`src/rtl/pipelined_adder.sv`:
```
// WIDTH-bit add/subtract split into STAGES registered carry segments, with a
// valid/ready handshake on both sides and one result retired per cycle.
module pipelined_adder #(
    parameter int WIDTH  = 8,
    parameter int STAGES = 2
) (
    input  logic             clk,
    input  logic             rst_n,
    input  logic             in_valid,
    output logic             in_ready,
    input  logic [WIDTH-1:0] in_a,
    input  logic [WIDTH-1:0] in_b,
    input  logic             in_cin,
    input  logic             in_sub,
    output logic             out_valid,
    input  logic             out_ready,
    output logic [WIDTH-1:0] out_sum,
    output logic             out_cout,
    output logic             out_ovf
);
    localparam int CW = WIDTH / STAGES;

    if (WIDTH < 2 || STAGES < 1 || STAGES > WIDTH || (WIDTH % STAGES) != 0) begin : g_bad_params
        $error("pipelined_adder: illegal WIDTH/STAGES combination");
    end

    logic             adv;
    logic [WIDTH-1:0] b_eff;
    logic             c_eff;

    // Subtraction is folded into an ordinary addition of the inverted operand.
    assign adv      = !out_valid || out_ready;
    assign in_ready = adv;
    assign b_eff    = in_sub ? ~in_b : in_b;
    assign c_eff    = in_sub ? ~in_cin : in_cin;

    genvar gi;
    for (gi = 0; gi < STAGES; gi++) begin : g_stage
        // Stage gi sees only the operand bits not yet summed, and emits a
        // partial sum that grows by one segment per stage.
        localparam int UW = WIDTH - gi * CW;
        localparam int SW = (gi + 1) * CW;

        logic [UW-1:0] a_in;
        logic [UW-1:0] b_in;
        logic          c_in;
        logic          v_in;
        logic [CW:0]   seg;
        logic [SW-1:0] sum_next;
        logic          valid_reg;
        logic          carry_reg;
        logic [SW-1:0] sum_reg;

        if (gi == 0) begin : g_head
            assign a_in     = in_a;
            assign b_in     = b_eff;
            assign c_in     = c_eff;
            assign v_in     = in_valid;
            assign sum_next = seg[CW-1:0];
        end else begin : g_body
            assign a_in     = g_stage[gi-1].g_pass.a_reg;
            assign b_in     = g_stage[gi-1].g_pass.b_reg;
            assign c_in     = g_stage[gi-1].carry_reg;
            assign v_in     = g_stage[gi-1].valid_reg;
            assign sum_next = {seg[CW-1:0], g_stage[gi-1].sum_reg};
        end

        assign seg = {1'b0, a_in[CW-1:0]} + {1'b0, b_in[CW-1:0]} + (CW+1)'(c_in);

        always_ff @(posedge clk or negedge rst_n) begin
            if (!rst_n) begin
                valid_reg <= 1'b0;
            end else if (adv) begin
                valid_reg <= v_in;
            end
        end

        // Data only moves with a real beat, so bubbles leave the outputs untouched.
        always_ff @(posedge clk or negedge rst_n) begin
            if (!rst_n) begin
                sum_reg   <= '0;
                carry_reg <= 1'b0;
            end else if (adv && v_in) begin
                sum_reg   <= sum_next;
                carry_reg <= seg[CW];
            end
        end

        if (gi < STAGES - 1) begin : g_pass
            logic [UW-CW-1:0] a_reg;
            logic [UW-CW-1:0] b_reg;

            always_ff @(posedge clk or negedge rst_n) begin
                if (!rst_n) begin
                    a_reg <= '0;
                    b_reg <= '0;
                end else if (adv && v_in) begin
                    a_reg <= a_in[UW-1:CW];
                    b_reg <= b_in[UW-1:CW];
                end
            end
        end else begin : g_tail
            logic ovf_reg;

            // Same-sign operands giving an opposite-sign sum: carry-in to MSB differs from carry-out.
            always_ff @(posedge clk or negedge rst_n) begin
                if (!rst_n) begin
                    ovf_reg <= 1'b0;
                end else if (adv && v_in) begin
                    ovf_reg <= (a_in[CW-1] == b_in[CW-1]) && (seg[CW-1] != a_in[CW-1]);
                end
            end
        end
    end

    assign out_valid = g_stage[STAGES-1].valid_reg;
    assign out_sum   = g_stage[STAGES-1].sum_reg;
    assign out_cout  = g_stage[STAGES-1].carry_reg;
    assign out_ovf   = g_stage[STAGES-1].g_tail.ovf_reg;

endmodule

```
`config.mk`:
```
export PLATFORM = sky130hd
export DESIGN_NAME = pipelined_adder
export DESIGN_NICKNAME = d
export VERILOG_FILES = /design/src/rtl/pipelined_adder.sv
export SDC_FILE = /design/constraint.sdc
export NUM_CORES = 1
export LEC_CHECK = 0
export CAP_MARGIN = 25
export CORE_MARGIN = 2
export CORE_UTILIZATION = 48
export CTS_CLUSTER_DIAMETER = 50
export DETAILED_ROUTE_END_ITERATION = 10
export PLACE_DENSITY = 0.79
export SLEW_MARGIN = 20
export SYNTH_ARGS = -nofsm -noshare
export SYNTH_HDL_FRONTEND = slang
export SYNTH_SLANG_ARGS = --single-unit
```
`constraint.sdc`:
```
create_clock -name clk -period 1.9 [get_ports clk]
set_input_delay 0.19 -clock clk [delete_from_list [all_inputs] [get_ports clk]]
set_output_delay 0.19 -clock clk [all_outputs]
set_load 0.1 [all_outputs]
```
==> out/results.ini <==
[sta]
worst_pin_slew_ns = 0.3122
finalHoldViolCount = 0
fin_crit_sh_pct = 95.57
fin_ws_ns = 0.08420
setup_viol = 0
skew_ns = 0.003498
hold_slack_ns = 0.2178
relSlewSlack_pct = 79.19
tns_ns = 0
grt_setup_unrepaired = no
fmax_ghz = 0.5507
period_needed_ns = 1.816
slew_violations = 0

[floorplanning]
initial_core_util_pct = 49.60
die_width_um = 56.69
core_area_um2 = 2686
ios = 34
die_y_um = 56.69
rows = 19
fp.dieArea_um2 = 3214

[clock_network]
cts_tree = yes
clk_pin_slew_worst_paths_ns = 0.13
cts_buffers = 3
cts_setup_buffers = 0
clk_path_buf_depth = 2
clock_sinks = 25
htree_levels = 1
hold_buffers = 0
cts-root-buf = clkbuf_4
clkLatencyLatePin_ns = 0.31

[synthesis]
async_flop_share_pct = 100.0
syn_nets = 143
synth_cell_types = 26
ys_seq_area_share_pct = 46.95
yosysWarnings = 0
synth_edf_count = 0
netlist_area_um2 = 1333
synth-main-ff-cell = dfrtp_1
synth_area_per_cell_um2 = 12.00
ys_seq_elements = 25
syn_inst = 111

[cells_and_area]
multi_input_area_um2 = 659.4
fin_nets = 184
fin_cells = 182
seq_area_um2 = 626.9
areaGrowthSynthToFinish_pct = 30.23
final_cell_area_um2 = 1735
final_cell_mix = dfrtp_1, clkdlybuf4s50_1, o21ai_0, buf_4, mux2_2
insertedDiodeCount = 0
largest_register_ffs = 8
final_common_cell = dfrtp_1
final_core_util_pct = 64.60
drive_gt1_share_pct = 24.50
fill_cells = 215

[route]
wl_um = 2501
drtIter0Drc = 14
antenna_left = 0
dr.pass1.iters = 4
drc = 0
detail_route.wl_per_cell_um = 13.74
vias_per_cell = 5.275
dr_total_vias = 960

[global_route]
grt_max_degree = 26
grt_pass1_wl_um = 4505
grt_pass1_vias = 1017
grt_usage_pct = 17.80
overflow = 0
antenna_found_initial = 0

[critical_path]
worst_r2r_endpoint = out_sum[5]
cp_common_cell = fa_1
cp.arrival_ns = 2.02
cp-start-kind = primary input
crit_required_ns = 2.10
max_stage_delay_ns = 0.44
reg2regPathDepth = 4
worst-setup-path-type = primary input to flop
crit_chain = clkdlybuf4s50_1 > xor2_1 > fa_1 > fa_1 > a21o_1 > a21oi_1 > o21ai_0
rr_startpoint = g_stage[0].carry_reg
cp_slowest_cell = fa_1
cp-end-kind = flop
r2r_slack_ns = 0.30
worst-path-max-fanout = 2

[pwr]
ir_drop_v = 0.0009996
pwr_density_cell_nw_per_um2 = 1466
total_power_mw = 2.545
p_leak_nw = 0.7849

[place]
portBuffers = 33
dp_cells = 178
dp_hpwl_um = 2029
placed_area_um2 = 1710
place_congestion = 0.8692
dpl_worst_slack_ns = -0.3834

[status]
status = complete, no violations

[job]
maxCapViolCount = 0

[worst_hold_path]
hp-class = primary input to asynchronous set/reset pin

## layer usage
| metal | GRT usage [%] | vias up | routed length (um) |
|---|---|---|---|
| li1 | - | 475 | - |
| met5 | 0 | - | 0 |
| met4 | 6.803 | 0 | 19 |
| met3 | 2.765 | 2 | 85 |
| met1 | 22.86 | 461 | 1097 |
| met2 | 30.07 | 22 | 1298 |
## synthesized netlist by cell type (2+ instances only)
master | number | area share, %
ha_1 | 6 | 5.6
mux2_2 | 9 | 7.6
a211oi_1 | 2 | 1.1
a21oi_1 | 6 | 2.3
xnor2_1 | 4 | 2.6
dfrtp_1 | 25 | 47
o31ai_1 | 2 | 1.1
nand2_4 | 2 | 1.7
nand3_1 | 2 | 0.75
o21ai_0 | 19 | 7.1
a21o_1 | 2 | 1.1
inv_1 | 5 | 1.4
mux2_4 | 2 | 2.3
nor3_1 | 2 | 0.75
xor2_1 | 7 | 4.6
fa_1 | 4 | 6.0
a21boi_0 | 3 | 1.7
## report_power, final
group / internal [mW] / switching, mW / total, mW
clock: 0.0820 / 0.147 / 0.229
sequential: 0.703 / 0.0960 / 0.799
combinational: 0.423 / 1.09 / 1.52
## what timing repair did
item | CTS | global route
resized for setup | 1 | 1
setup endpoints to repair | 2 | 1
cloned | 0 | 0
## area by class of cell
cell class | instances | share of cell area [%]
clock buffer | 4 | 1.514
tap | 31 | 2.235
multi-input combinational | 77 | 38.00
timing repair buffer | 39 | 20.55
sequential | 25 | 36.12
inverter | 6 | 1.586
## worst max-delay path, delay by kind of cell
kind	cells	cell delay (ns)
adders and majority gates	2	0.85
buffers and inverters	1	0.42
AOI/OAI and AO/OA	3	0.40
xor gates and xnor gates	1	0.16
## kinds of logic after synthesis
kind of cell	count (synthesis)	share of synthesized area (%)
compound gates	35	15.12
flops	25	46.95
xor+xnor	11	7.230
mux	11	9.859
fa+ha+maj	10	11.64
simple gates	10	5.634
buf+inv	9	3.568
## worst max path at each step
stage	startpoint	to	cells past startpoint
final	in_b[0]	g_stage[0].carry_reg	7
after global routing	in_b[0]	g_stage[0].carry_reg	7
after detailed placement	in_sub	g_stage[0].carry_reg	7
after floorplan	in_sub	g_stage[0].carry_reg	7
after CTS	in_b[0]	g_stage[0].carry_reg	7
after global placement	in_sub	g_stage[0].carry_reg	7
Power figures use the tool's default switching activity.
